===== config.mk =====
export PLATFORM = sky130hd
export DESIGN_NAME = rr_mux_nto1
export DESIGN_NICKNAME = d
export VERILOG_FILES = /design/src/rtl/rr_mux_nto1.sv
export SDC_FILE = /design/constraint.sdc
export NUM_CORES = 1
export LEC_CHECK = 0
export ABC_AREA = 1
export CORE_UTILIZATION = 44
export DETAILED_ROUTE_END_ITERATION = 8
export HOLD_SLACK_MARGIN = 0.08
export PLACE_DENSITY = 0.8
export SYNTH_ARGS = -nofsm -noshare
export SYNTH_HDL_FRONTEND = slang
export SYNTH_SLANG_ARGS = --single-unit

===== constraint.sdc =====
create_clock -name clk -period 4.1 [get_ports clk]
set_input_delay 0.82 -clock clk [delete_from_list [all_inputs] [get_ports clk]]
set_output_delay 0.82 -clock clk [all_outputs]
set_load 0.05 [all_outputs]

===== src/rtl/rr_mux_nto1.sv =====
// N-to-1 registered multiplexer with per-channel valid/ready handshakes.
// One channel is granted per cycle, chosen by an external select or by round-robin.
module rr_mux_nto1 #(
    parameter int N  = 8,
    parameter int W  = 8,
    localparam int SW = $clog2(N)
) (
    input  logic             clk,
    input  logic             rst,
    input  logic [N*W-1:0]   in_data,
    input  logic [N-1:0]     in_valid,
    output logic [N-1:0]     in_ready,
    input  logic             mode,
    input  logic [SW-1:0]    sel,
    output logic [W-1:0]     out_data,
    output logic [SW-1:0]    out_chan,
    output logic             out_valid,
    input  logic             out_ready
);

    logic [W-1:0]  r_out_data;
    logic [SW-1:0] r_out_chan;
    logic          r_out_valid;
    logic [SW-1:0] r_ptr;

    logic          w_load_en;
    logic          w_gnt_any;
    logic [SW-1:0] w_gnt_idx;
    logic [N-1:0]  w_grant;
    logic [W-1:0]  w_sel_data;

    assign w_load_en = !r_out_valid || out_ready;

    // Round-robin scan starts just after the last granted channel and ends on it.
    always_comb begin
        w_gnt_any = 1'b0;
        w_gnt_idx = '0;
        if (mode) begin
            for (int k = 1; k <= N; k++) begin
                if (!w_gnt_any && in_valid[(int'(r_ptr) + k) % N]) begin
                    w_gnt_any = 1'b1;
                    w_gnt_idx = SW'((int'(r_ptr) + k) % N);
                end
            end
        end else if (int'(sel) < N) begin
            if (in_valid[sel]) begin
                w_gnt_any = 1'b1;
                w_gnt_idx = sel;
            end
        end
    end

    always_comb begin
        w_grant = '0;
        if (w_gnt_any) begin
            w_grant[w_gnt_idx] = 1'b1;
        end
    end

    assign w_sel_data = in_data[int'(w_gnt_idx)*W +: W];

    // Reset gates in_ready so no producer sees an acceptance while rst is held.
    assign in_ready = (w_load_en && !rst) ? w_grant : '0;

    always_ff @(posedge clk or posedge rst) begin
        if (rst) begin
            r_out_data  <= '0;
            r_out_chan  <= '0;
            r_out_valid <= 1'b0;
            r_ptr       <= SW'(N - 1);
        end else if (w_load_en) begin
            if (w_gnt_any) begin
                r_out_data  <= w_sel_data;
                r_out_chan  <= w_gnt_idx;
                r_out_valid <= 1'b1;
                if (mode) begin
                    r_ptr <= w_gnt_idx;
                end
            end else begin
                r_out_valid <= 1'b0;
            end
        end
    end

    assign out_data  = r_out_data;
    assign out_chan  = r_out_chan;
    assign out_valid = r_out_valid;

endmodule


[After elaboration in Yosys (flattened, before gate mapping)]
Index checks and enable logic that the tools add are counted.
Cells by class
  $add $sub $neg: 8
  $lt $le $gt $ge: 11
  shifts and indexed selects: 1
  muxes and demuxes: 58
  bitwise operators: 8
  reductions and logical operators: 29
Operators with widths (number)
  $shiftx 64x7->8: 1
  $lt 4x5->1 const B: 8
  $mux 1: 36
  $mux 3: 10
  $bmux 1 s3: 9
  $reduce_or 3->1: 8
  $mux 8: 2
  $add 3x3->3 const B: 4
  $logic_and 1x1->1: 9
  $logic_not 1->1: 9
  $and 1x1->1 const A: 8
  $lt 3x4->1 const B: 2
  $add 3x1->3 const B: 2
  $add 3x2->3 const B: 2
  $demux 1 s3: 1
  $ge 3x1->1 const B: 1
  $reduce_and 3->1: 1
  $reduce_and 2->1: 1
  $logic_or 1x1->1: 1
Word-level totals
  register bits: 15
  output and inout bits: 20
  logic and storage cells: 119

[Logic depth before layout (Yosys ltp)]
Gate-level depths: netlist of run 1.
  depth after elaboration: 42
  mapped depth: 24
  depth with buffers taken out: 22

[Worst setup path before layout of run 1]
Ideal clock, no wire load.
  kind: reg-to-output
  start: register r_ptr[0]
  end: output port in_ready[1]
  arrival: 3.365 ns
  required time: 3.280 ns
  setup slack: -0.085 ns
  stages on the path, launching flop included: 19
  buffers on the path: 3
  path through: dfstp_2 buf_4 inv_2 buf_6 ha_1 inv_2 nand3_1 nand3_1 nand2_2 nor2_4 nand4_4 nor2_8 nand3_4 nand2_2 nand3_4 nand2_4 buf_6 nand3_1 nor2_1
On the way
  longest elaborated chain between the ends: 40
  elaborated cells on any way between the ends: 78
Ends and longest elaborated chain
  start: declaration: line 24  | logic [SW-1:0] r_ptr;
  start signal: assignment: line 70  | r_ptr <= SW'(N - 1);
  start signal: assignment: line 77  | r_ptr <= w_gnt_idx;
  $add 3x1->3: line 40, 42
  $bmux 1 s3: line 40  | if (!w_gnt_any && in_valid[(int'(r_ptr) + k) % N]) begin
  $mux 1 (implied by the code) (2 in a row): line 40
  $mux 1: line 40
  $mux 1: line 38  | if (mode) begin
  $logic_not 1->1: line 40
  $logic_and 1x1->1: line 40
  $mux 1: line 40
  [23 not listed]
  $mux 3: line 40
  $mux 3: line 38
  $lt 3x4->1 (implied by the code) or $ge 3x1->1 (tied branches): line 56  | w_grant[w_gnt_idx] = 1'b1;
  $logic_and 1x1->1 (implied by the code): line 56
  $mux 1 (implied by the code): line 56
  $demux 1 s3: line 56
  $mux 8 *: line 55  | if (w_gnt_any) begin
  $mux 8 *: line 63  | assign in_ready = (w_load_en && !rst) ? w_grant : '0;
  end: declaration: line 12  | output logic [N-1:0] in_ready,
Mark *: on every way between the ends. The rest lies on a longest branch, timed or not. The select of a mux whose other input is x is not followed.

[Worst setup path after layout of run 1]
  start: register r_ptr[1]
  end: output port in_ready[4]
Same word-level chain as after synthesis.

==> metrics.log, run 1 <==
[metrics] Req. time, crit path: 3.28 ns
[metrics] detailed-routing iteration count for the pre-antenna-repair pass: 5
[metrics] source-to-sink clock delay at the later pin of the worst-skew pair: 0.25 ns
[metrics] layout cell share with drive strength beyond 1: 20.00%
[metrics] routability-driven placement congestion ratio: 0.9496
[metrics] area of the mapped netlist: 2355 µm²
[metrics] TritonCTS clock tree: done
[metrics] number of design-rule violations left by the first detailed-router iteration: 243
[metrics] combinational fraction of design power: 88.1%
[metrics] area of the core: 5140 µm²
[metrics] category of the most critical setup path: register to output pin
[metrics] library cell occupying the most area in the post-synthesis netlist: sky130_fd_sc_hd__nand2_1
[metrics] sum of overflow across all layers after global routing: 0
[metrics] run status: completed
[metrics] Critical Path Slowest Stage Cell: sky130_fd_sc_hd__dfstp_2
[metrics] Port Buffers: 98
[metrics] Internal: 1.316 mW
[metrics] number of CTS-inserted buffers: 3
[metrics] fraction of post-synthesis cell area in the top cell type by area: 25.98%
[metrics] post-route clock period utilization: 95.86%
[metrics] final critical-path setup slack: 0.1696 ns
[metrics] dpl hpwl: 6472 µm
[metrics] f_max: 254.4 MHz
[metrics] sequential-to-total area share from yosys stat: 16.10%
[metrics] clock root buffer: sky130_fd_sc_hd__clkbuf_8
[metrics] CP cell instances: inv_2 > ha_2 > inv_4 > nand3_1 > nand2_1 > nand2_1 > nand2_4 > nand4_4 > nor2_8 > nand4_1 > nand2_1 > nor2_2 > nor2_2 > nor2_2 > inv_1 > nor2_2 > buf_12
[metrics] buffer depth of the longest clock path: 2
[metrics] number of synthesized register bits: 15
[metrics] cell class contributing the biggest share of worst-path delay: simple AND/OR/NAND/NOR gates
[metrics] cell count after synthesis: 417
[metrics] largest stage delay on the critical path: 0.53 ns
[metrics] worst-path maximum fanout: 8
[metrics] Syn. warnings: 0
[metrics] Residual DRC: 0
[metrics] most used standard cell by instance count after synthesis: sky130_fd_sc_hd__nand2_1
[metrics] number of ports placed on the die boundary: 99
[metrics] total net switching power: 2.045 mW
[metrics] final max-slew violation count: 0
[metrics] via count of the first global-routing pass: 2662
[metrics] die boundary width: 75.16 µm
[metrics] Max transition margin: 62.79%
[metrics] mean instance size in the synthesized netlist: 5.647 µm²
[metrics] number of endpoints failing setup at the final stage: 0
[metrics] clock network fraction of total power: 3.6%
[metrics] LEAKAGE: 1.864 nW
[metrics] power density of the placed cells: 916.6 nW/µm²
[metrics] total number of nets in the final design: 602
[metrics] synthesized net count: 498
[metrics] worst setup skew after layout: 0.001576 ns
[metrics] Min Clock Period, post-route: 3.930 ns
[metrics] H-tree Lvls: 1
[metrics] buffers plus inverters on the worst setup path: 4
[metrics] first-pass GRT wire length: 11890 µm
[metrics] number of unique standard cell types used by synthesis: 34
[metrics] kind of start point of the critical path: register
[metrics] class of the tightest hold or removal check: register to register
[metrics] Worst path most repeated cell: sky130_fd_sc_hd__nor2_2
[metrics] average vias per placed instance: 5.173
[metrics] TNS Setup: 0 ns
[metrics] synthesis-to-layout area growth: 55.74%
[metrics] vias after detailed routing: 3052
[metrics] final hold violation count: 0
[metrics] power share of the sequential group: 8.3%
[metrics] number of maximum-capacitance violations: 0
[metrics] summed area of non-filler cells in the final layout: 3667 µm²
[metrics] crit path capture type: output pin
[metrics] slew at the pin closest to its max-slew limit: 0.5565 ns
[metrics] global router's overall resource usage: 27.40%
[metrics] Clock Sink Count: 15
[metrics] average routed wire per standard cell: 13.26 µm
[metrics] area enclosed by the die boundary: 5648 µm²
[metrics] Post-synth EDFFs: 0
[metrics] total inserted antenna cells: 0
[metrics] share of async-settable or async-resettable flops after synthesis: 100.0%
[metrics] total detailed-routing wirelength: 7822 µm
[metrics] antenna viol nets, final: 0
[metrics] commonest cells in the netlist: sky130_fd_sc_hd__nand2_1, sky130_fd_sc_hd__nand3_1, sky130_fd_sc_hd__nor2_1
[metrics] Most used DFF post-synth: sky130_fd_sc_hd__dfrtp_1
[metrics] most area-consuming cells after synthesis: sky130_fd_sc_hd__nand2_1, sky130_fd_sc_hd__nand3_1, sky130_fd_sc_hd__dfrtp_1
[metrics] worst vdd ir: 0.4164 mV
[metrics] initial antenna violation count: 0
[metrics] maximum number of pins on one net before global-route repair: 33
[metrics] switching part of the total power: 60.84%
[metrics] placed cell areas: 3521 µm²
[metrics] placement-stage worst setup slack: 0.06261 ns
[metrics] # hold bufs at CTS: 0
[metrics] Worst EP arrival: 3.11 ns
[metrics] Die H: 75.16 µm
[metrics] initial core utilization: 45.81%
[metrics] clock transition time at the flip-flop clock pins of the worst setup and hold paths: 0.06 ns
[metrics] RSZ-0062 raised after global routing: false
[metrics] Std-Cell Rows: 26
[metrics] PnR Total Power: 3.361 mW
==> flip-flops by register name, summed over array words and instances (netlist names) <==
name / count
r_ptr: 3
out_data: 8
out_valid: 1
out_chan: 3
==> power by group through the flow <==
stage / Combinational [mW] / Sequential [mW] / Clock [mW]
floorplan: 1.91 / 0.454 / 0
global placement: 2.75 / 0.290 / 0
detailed placement: 2.79 / 0.292 / 0
CTS: 2.83 / 0.278 / 0.121
global route: 3.23 / 0.286 / 0.129
finish: 2.96 / 0.279 / 0.121
==> path summary, 6_finish.rpt <==
check,from,endpoint,slack (ns),cells after the start
max,r_ptr[1],in_ready[4],0.17,17
min,out_chan[2],out_chan[2],0.50,2
max reg2reg,r_ptr[1],out_data[6],0.89,19
min reg2reg,out_chan[2],out_chan[2],0.50,2
max in group asynchronous,rst,r_ptr[1],2.97,3
min in group asynchronous,rst,out_data[2],0.88,3
==> routing by layer <==
layer / global-route usage (%) / routed length, µm
met5: 0 / 0
met4: 7.202 / 134
met3: 4.284 / 634
met1: 37.03 / 3298
met2: 45.55 / 3756
==> layout make-up <==
class | count | area, µm²
Clock buffer | 4 | 45.04
Tap cell | 70 | 87.58
Inverter | 40 | 152.6
Fill cell | 461 | 1473
Multi-Input combinational cell | 348 | 1809
Sequential cell | 15 | 379.1
Timing Repair Buffer | 113 | 1194
==> per-stage QoR <==
step	hold WS [ns]	util, %	instances
after floorplan	0.6849	-	417
after global placement	0.4727	68.50	585
after detailed placement	0.4787	68.50	585
after CTS	0.4938	69.57	590
after global routing	0.5118	71.35	590
final	0.4983	71.35	590
==> kinds of logic after synthesis <==
group / count (synthesis) / synth area share (%)
flops: 15 / 16.10
buf+inv: 54 / 10.41
compound gates: 23 / 5.738
fa+ha+maj: 2 / 1.063
xor+xnor: 3 / 1.116
simple gates: 320 / 65.57
==> worst reg2reg max path: stages (launching register included) <==
cell	delay [ns]
sky130_fd_sc_hd__dfstp_2	0.53
sky130_fd_sc_hd__inv_2	0.09
sky130_fd_sc_hd__ha_2	0.33
sky130_fd_sc_hd__inv_4	0.13
sky130_fd_sc_hd__nand3_1	0.14
sky130_fd_sc_hd__nand2_1	0.11
sky130_fd_sc_hd__nand2_1	0.10
sky130_fd_sc_hd__nand2_4	0.13
sky130_fd_sc_hd__nand4_4	0.14
sky130_fd_sc_hd__nor2_8	0.18
sky130_fd_sc_hd__nand4_1	0.13
sky130_fd_sc_hd__nand2_1	0.14
sky130_fd_sc_hd__nor2_2	0.06
sky130_fd_sc_hd__nor2_2	0.23
sky130_fd_sc_hd__nor2_2	0.07
sky130_fd_sc_hd__buf_4	0.17
sky130_fd_sc_hd__nand2_1	0.07
sky130_fd_sc_hd__nand3_1	0.08
sky130_fd_sc_hd__nor2_1	0.20
sky130_fd_sc_hd__nor2_1	0.06
==> what timing repair did <==
item / 4_1_cts / 5_1_grt
setup buffers: 1 / 0
setup endpoints to repair: 4 / 8
gates resized for setup: 1 / 29
pin swaps: 0 / 6
endpoints found under the hold margin: 0 / 0
==> cell usage in the layout (no fill, tap or decap), drive strengths merged <==
| cell | instances |
|---|---|
| nand4 | 5 |
| nand2 | 177 |
| a221o | 1 |
| clkbuf | 4 |
| clkinv | 1 |
| or2 | 8 |
| clkdlybuf4s50 | 82 |
| nor2 | 50 |
| o21ai | 12 |
| buf | 23 |
| and2 | 1 |
| dfrtp | 12 |
| xnor2 | 1 |
| dlymetal6s2s | 8 |
| o22ai | 2 |
| o21bai | 2 |
| dfstp | 3 |
| a31oi | 1 |
| ha | 2 |
| xor2 | 2 |
| nand3 | 78 |
| nand3b | 1 |
| a21oi | 5 |
| inv | 39 |
Note: power is estimated with default switching activity, not from simulation.
==> run 2, diff against run 1 <==
Settings changed: GPL_TIMING_DRIVEN from default to 0, SLEW_MARGIN from default to 20.
==> metrics.log, run 2 (synthesized netlist as in run 1, its figures left out) <==
[metrics] run status: complete, but fails checks
[metrics] violations in the final reports: negative setup slack
[metrics] antenna viol nets, final: 0
[metrics] clock root buffer: sky130_fd_sc_hd__clkbuf_8
[metrics] average routed wire per standard cell: 16.78 µm
[metrics] routability-driven placement congestion ratio: 0.9097
[metrics] # hold bufs at CTS: 0
[metrics] worst setup skew after layout: 0.001008 ns
[metrics] synthesis-to-layout area growth: 70.24%
[metrics] Die H: 75.16 µm
[metrics] initial antenna violation count: 0
[metrics] buffer depth of the longest clock path: 2
[metrics] average vias per placed instance: 5.725
[metrics] worst vdd ir: 0.6717 mV
[metrics] placement-stage worst setup slack: -0.7962 ns
[metrics] top layer in use: met4
[metrics] total inserted antenna cells: 0
[metrics] leading cell type in the layout, fill and taps excluded: sky130_fd_sc_hd__nand2_1
[metrics] Req. time, crit path: 3.28 ns
[metrics] source-to-sink clock delay at the later pin of the worst-skew pair: 0.25 ns
[metrics] maximum number of pins on one net before global-route repair: 18
[metrics] initial core utilization: 45.81%
[metrics] Min Clock Period, post-route: 4.215 ns
[metrics] kind of start point of the critical path: register
[metrics] Largest register FFs: 8
[metrics] slew at the pin closest to its max-slew limit: 0.6810 ns
[metrics] detailed-routing iteration count for the pre-antenna-repair pass: 5
[metrics] crit path capture type: output pin
[metrics] worst-path maximum fanout: 6
[metrics] Worst EP arrival: 3.40 ns
[metrics] highest-count cells in the layout ignoring fill and taps: sky130_fd_sc_hd__nand2_1, sky130_fd_sc_hd__clkdlybuf4s50_1, sky130_fd_sc_hd__nand3_1, sky130_fd_sc_hd__inv_1, sky130_fd_sc_hd__nor2_1
[metrics] final max-slew violation count: 0
[metrics] clock transition time at the flip-flop clock pins of the worst setup and hold paths: 0.06 ns
[metrics] global router's overall resource usage: 28.45%
[metrics] Clock Sink Count: 15
[metrics] Std-Cell Rows: 26
[metrics] met3 wire length: 874 µm
[metrics] TritonCTS clock tree: done
[metrics] total detailed-routing wirelength: 10270 µm
[metrics] area enclosed by the die boundary: 5648 µm²
[metrics] number of ports placed on the die boundary: 99
[metrics] f_max: 237.2 MHz
[metrics] number of design-rule violations left by the first detailed-router iteration: 387
[metrics] Residual DRC: 0
[metrics] vias after detailed routing: 3504
[metrics] final critical-path setup slack: -0.1151 ns
[metrics] Port Buffers: 97
[metrics] sum of overflow across all layers after global routing: 0
[metrics] area of the core: 5140 µm²
[metrics] class of the tightest hold or removal check: register to register
[metrics] power density of the placed cells: 1031 nW/µm²
[metrics] final hold violation count: 0
[metrics] via count of the first global-routing pass: 2692
[metrics] met2 WL: 4918 µm
[metrics] LEAKAGE: 1.993 nW
[metrics] Max transition margin: 54.55%
[metrics] post-route clock period utilization: 102.8%
[metrics] dpl hpwl: 6244 µm
[metrics] total routed wire length on the met1 layer: 3777 µm
[metrics] number of endpoints failing setup at the final stage: 8
[metrics] total number of nets in the final design: 624
[metrics] first-pass GRT wire length: 12390 µm
[metrics] layout cell share with drive strength beyond 1: 27.68%
[metrics] H-tree Lvls: 1
[metrics] number of maximum-capacitance violations: 0
[metrics] category of the most critical setup path: register to output pin
[metrics] number of CTS-inserted buffers: 3
[metrics] die boundary width: 75.16 µm
[metrics] PnR Total Power: 4.133 mW
## run 2: cell type report
| cell class | instances | area, µm² |
|---|---|---|
| tap | 70 | 87.58 |
| timing repair buffer | 121 | 1185 |
| fill | 390 | 1131 |
| sequential | 15 | 379.1 |
| multi-input combinational | 348 | 2024 |
| clock buffer | 4 | 45.04 |
| inverter | 40 | 162.7 |
| buffer | 14 | 125.1 |
## run 2: path summary, 6_finish.rpt
| check | startpoint | end | slack (ns) | depth (start not counted) |
|---|---|---|---|---|
| max | r_ptr[0] | in_ready[4] | -0.12 | 21 |
| min | out_chan[2] | out_chan[2] | 0.49 | 2 |
| max reg2reg | r_ptr[0] | out_data[7] | 0.64 | 24 |
| min reg2reg | out_chan[2] | out_chan[2] | 0.49 | 2 |
| max in group asynchronous | rst | out_chan[2] | 2.70 | 2 |
| min in group asynchronous | rst | out_data[2] | 0.97 | 2 |
## run 2: repair_timing
item,4_1_cts,5_1_grt
buffers inserted,6,18
pin swaps,8,24
gates cloned,0,0
gates resized for setup,71,73
endpoints found under the setup margin,8,8
## run 2: metrics by stage
stage / std cells / hold WS [ns] / util [%] / TNS, ns / cell area [µm²]
after global placement: 584 / 0.4740 / 66.55 / -5.829 / 3421
final: 612 / 0.4892 / 77.99 / -0.4608 / 4009
after global routing: 612 / 0.5102 / 77.99 / -1.131 / 4009
after floorplan: 417 / 0.6849 / - / -0.3771 / 2362
after detailed placement: 584 / 0.4718 / 66.55 / -6.208 / 3421
after CTS: 594 / 0.4861 / 69.94 / -0.0002025 / 3595
## run 2: critical path, stage by stage (launching register included)
cell and delay (ns):
sky130_fd_sc_hd__dfstp_2 0.54, sky130_fd_sc_hd__buf_6 0.12, sky130_fd_sc_hd__inv_4 0.05, sky130_fd_sc_hd__buf_12 0.13
sky130_fd_sc_hd__ha_4 0.26, sky130_fd_sc_hd__inv_6 0.11, sky130_fd_sc_hd__nand3_4 0.11, sky130_fd_sc_hd__nand3_4 0.12
sky130_fd_sc_hd__nand2_4 0.07, sky130_fd_sc_hd__nor2_4 0.12, sky130_fd_sc_hd__nand4_4 0.15, sky130_fd_sc_hd__nor2_8 0.19
sky130_fd_sc_hd__buf_4 0.13, sky130_fd_sc_hd__nand2_1 0.06, sky130_fd_sc_hd__inv_1 0.08, sky130_fd_sc_hd__nor2_1 0.06
sky130_fd_sc_hd__nand3_1 0.12, sky130_fd_sc_hd__nand2_2 0.12, sky130_fd_sc_hd__nor2_4 0.14, sky130_fd_sc_hd__inv_1 0.12
sky130_fd_sc_hd__nor2_2 0.15, sky130_fd_sc_hd__buf_6 0.18
## run 2: layer usage
metal  vias up  global-route usage (%)
met5         -                       0
met2       283                   49.45
met1      1566                   38.62
li1       1574                       -
met3        81                   1.874
met4         0                   6.584
## run 2: power breakdown
part	total [mW]	internal, mW	switching (mW)
sequential	0.270	0.229	0.0405
combinational	3.74	1.36	2.39
clock	0.120	0.0688	0.0510
total	4.13	1.65	2.48
==> run 3, diff against run 2 <==
Settings changed: RECOVER_POWER from default to 25.
==> metrics.log, run 3 (synthesized netlist as in run 1, its figures left out) <==
[metrics] category of the most critical setup path: register to output pin
[metrics] TritonCTS clock tree: done
[metrics] synthesis-to-layout area growth: 70.24%
[metrics] Largest register FFs: 8
[metrics] Min Clock Period, post-route: 4.215 ns
[metrics] initial antenna violation count: 0
[metrics] summed area of non-filler cells in the final layout: 4009 µm²
[metrics] placed cell areas: 3421 µm²
[metrics] sum of overflow across all layers after global routing: 0
[metrics] slew at the pin closest to its max-slew limit: 0.6810 ns
[metrics] Req. time, crit path: 3.28 ns
[metrics] # hold bufs at CTS: 0
[metrics] number of CTS-inserted buffers: 3
[metrics] initial core utilization: 45.81%
[metrics] total inserted antenna cells: 0
[metrics] die boundary width: 75.16 µm
[metrics] total number of nets in the final design: 624
[metrics] average vias per placed instance: 5.725
[metrics] global router's overall resource usage: 28.45%
[metrics] routability-driven placement congestion ratio: 0.9097
[metrics] final hold violation count: 0
[metrics] highest-count cells in the layout ignoring fill and taps: sky130_fd_sc_hd__nand2_1, sky130_fd_sc_hd__clkdlybuf4s50_1, sky130_fd_sc_hd__nand3_1, sky130_fd_sc_hd__inv_1, sky130_fd_sc_hd__nor2_1
[metrics] worst-path maximum fanout: 6
[metrics] first-pass GRT wire length: 12390 µm
[metrics] dpl hpwl: 6244 µm
[metrics] post-route clock period utilization: 102.8%
[metrics] leading cell type in the layout, fill and taps excluded: sky130_fd_sc_hd__nand2_1
[metrics] crit path capture type: output pin
[metrics] placement-stage worst setup slack: -0.7962 ns
[metrics] area of the core: 5140 µm²
[metrics] area enclosed by the die boundary: 5648 µm²
[metrics] clock root buffer: sky130_fd_sc_hd__clkbuf_8
[metrics] PnR Total Power: 4.133 mW
[metrics] antenna viol nets, final: 0
[metrics] run status: complete, but fails checks
[metrics] Std-Cell Rows: 26
[metrics] layout cell share with drive strength beyond 1: 27.68%
[metrics] power density of the placed cells: 1031 nW/µm²
[metrics] clock transition time at the flip-flop clock pins of the worst setup and hold paths: 0.06 ns
[metrics] number of maximum-capacitance violations: 0
[metrics] vias after detailed routing: 3504
[metrics] LEAKAGE: 1.993 nW
[metrics] via count of the first global-routing pass: 2692
[metrics] average routed wire per standard cell: 16.78 µm
[metrics] maximum number of pins on one net before global-route repair: 18
[metrics] class of the tightest hold or removal check: register to register
[metrics] number of endpoints failing setup at the final stage: 8
[metrics] worst setup skew after layout: 0.001016 ns
[metrics] total detailed-routing wirelength: 10270 µm
[metrics] Max transition margin: 54.55%
[metrics] Port Buffers: 97
[metrics] Worst EP arrival: 3.40 ns
[metrics] final max-slew violation count: 0
[metrics] Clock Sink Count: 15
[metrics] number of design-rule violations left by the first detailed-router iteration: 387
[metrics] final critical-path setup slack: -0.1154 ns
[metrics] kind of start point of the critical path: register
[metrics] worst vdd ir: 0.6717 mV
[metrics] Residual DRC: 0
[metrics] detailed-routing iteration count for the pre-antenna-repair pass: 5
[metrics] violations in the final reports: negative setup slack
[metrics] f_max: 237.2 MHz
[metrics] number of ports placed on the die boundary: 99
[metrics] post-layout utilization of the core: 77.99%
[metrics] source-to-sink clock delay at the later pin of the worst-skew pair: 0.25 ns
[metrics] Die H: 75.16 µm
[metrics] H-tree Lvls: 1
[metrics] buffer depth of the longest clock path: 2
==> run 3: changes by cell type in the layout (fill, tap and decap cells not counted) <==
cell | previous run | this run
sky130_fd_sc_hd__dlygate4sd3_1 | 0 | 1
sky130_fd_sc_hd__clkdlybuf4s50_1 | 81 | 80
==> run 3: final cells by class <==
type	instances	area (µm²)
plain buffers	14	125.1
clock buffers	4	45.04
fillers	390	1131
inverters	40	162.7
multi-input cells	348	2024
flip-flops and latches	15	379.1
well taps	70	87.58
repair buffers	121	1185
==> run 3: repair_timing <==
item	CTS	global route
resized for setup	71	73
pin swaps	8	24
buffers inserted	6	18
endpoints found under the setup margin	8	8
==> run 3: metal layers <==
metal / share of wire, % / wire, µm / track usage (%) / vias up
met5: 0 / 0 / 0 / -
met4: 6.8 / 701 / 6.584 / 0
met3: 8.5 / 874 / 1.874 / 81
met2: 48 / 4919 / 49.45 / 283
met1: 37 / 3775 / 38.62 / 1566
li1: - / - / - / 1574
==> run 3: final timing paths <==
kind	slack [ns]	endpoint	start	cells past startpoint
max in group asynchronous	2.56	out_chan[2]	rst	2
worst max register to register	0.64	out_data[7]	r_ptr[0]	24
worst min register to register	0.49	out_chan[2]	out_chan[2]	2
min in group asynchronous	1.11	out_data[2]	rst	2
worst max-delay path	-0.12	in_ready[4]	r_ptr[0]	21
worst min-delay path	0.49	out_chan[2]	out_chan[2]	2
==> run 3: power by group <==
| group | switching (mW) | internal [mW] |
|---|---|---|
| combinational | 2.39 | 1.36 |
| sequential | 0.0404 | 0.229 |
| clock | 0.0510 | 0.0688 |
| total | 2.48 | 1.65 |
==> run 3: metrics by stage <==
step           hold slack [ns]  std cells  setup TNS, ns
2_1_floorplan           0.6849        417        -0.3771
3_3_place_gp            0.4740        584         -5.829
3_5_place_dp            0.4718        584         -6.208
4_1_cts                 0.4861        594     -0.0002025
5_1_grt                 0.5102        612         -1.131
6_report                0.4892        612        -0.4614
==> run 3: worst max-delay path: stages (launching register included) <==
cell and delay, ns:
sky130_fd_sc_hd__dfstp_2 0.54, sky130_fd_sc_hd__buf_6 0.12, sky130_fd_sc_hd__inv_4 0.05, sky130_fd_sc_hd__buf_12 0.13
sky130_fd_sc_hd__ha_4 0.26, sky130_fd_sc_hd__inv_6 0.11, sky130_fd_sc_hd__nand3_4 0.11, sky130_fd_sc_hd__nand3_4 0.12
sky130_fd_sc_hd__nand2_4 0.07, sky130_fd_sc_hd__nor2_4 0.12, sky130_fd_sc_hd__nand4_4 0.15, sky130_fd_sc_hd__nor2_8 0.19
sky130_fd_sc_hd__buf_4 0.13, sky130_fd_sc_hd__nand2_1 0.06, sky130_fd_sc_hd__inv_1 0.08, sky130_fd_sc_hd__nor2_1 0.06
sky130_fd_sc_hd__nand3_1 0.12, sky130_fd_sc_hd__nand2_2 0.12, sky130_fd_sc_hd__nor2_4 0.14, sky130_fd_sc_hd__inv_1 0.12
sky130_fd_sc_hd__nor2_2 0.15, sky130_fd_sc_hd__buf_6 0.18
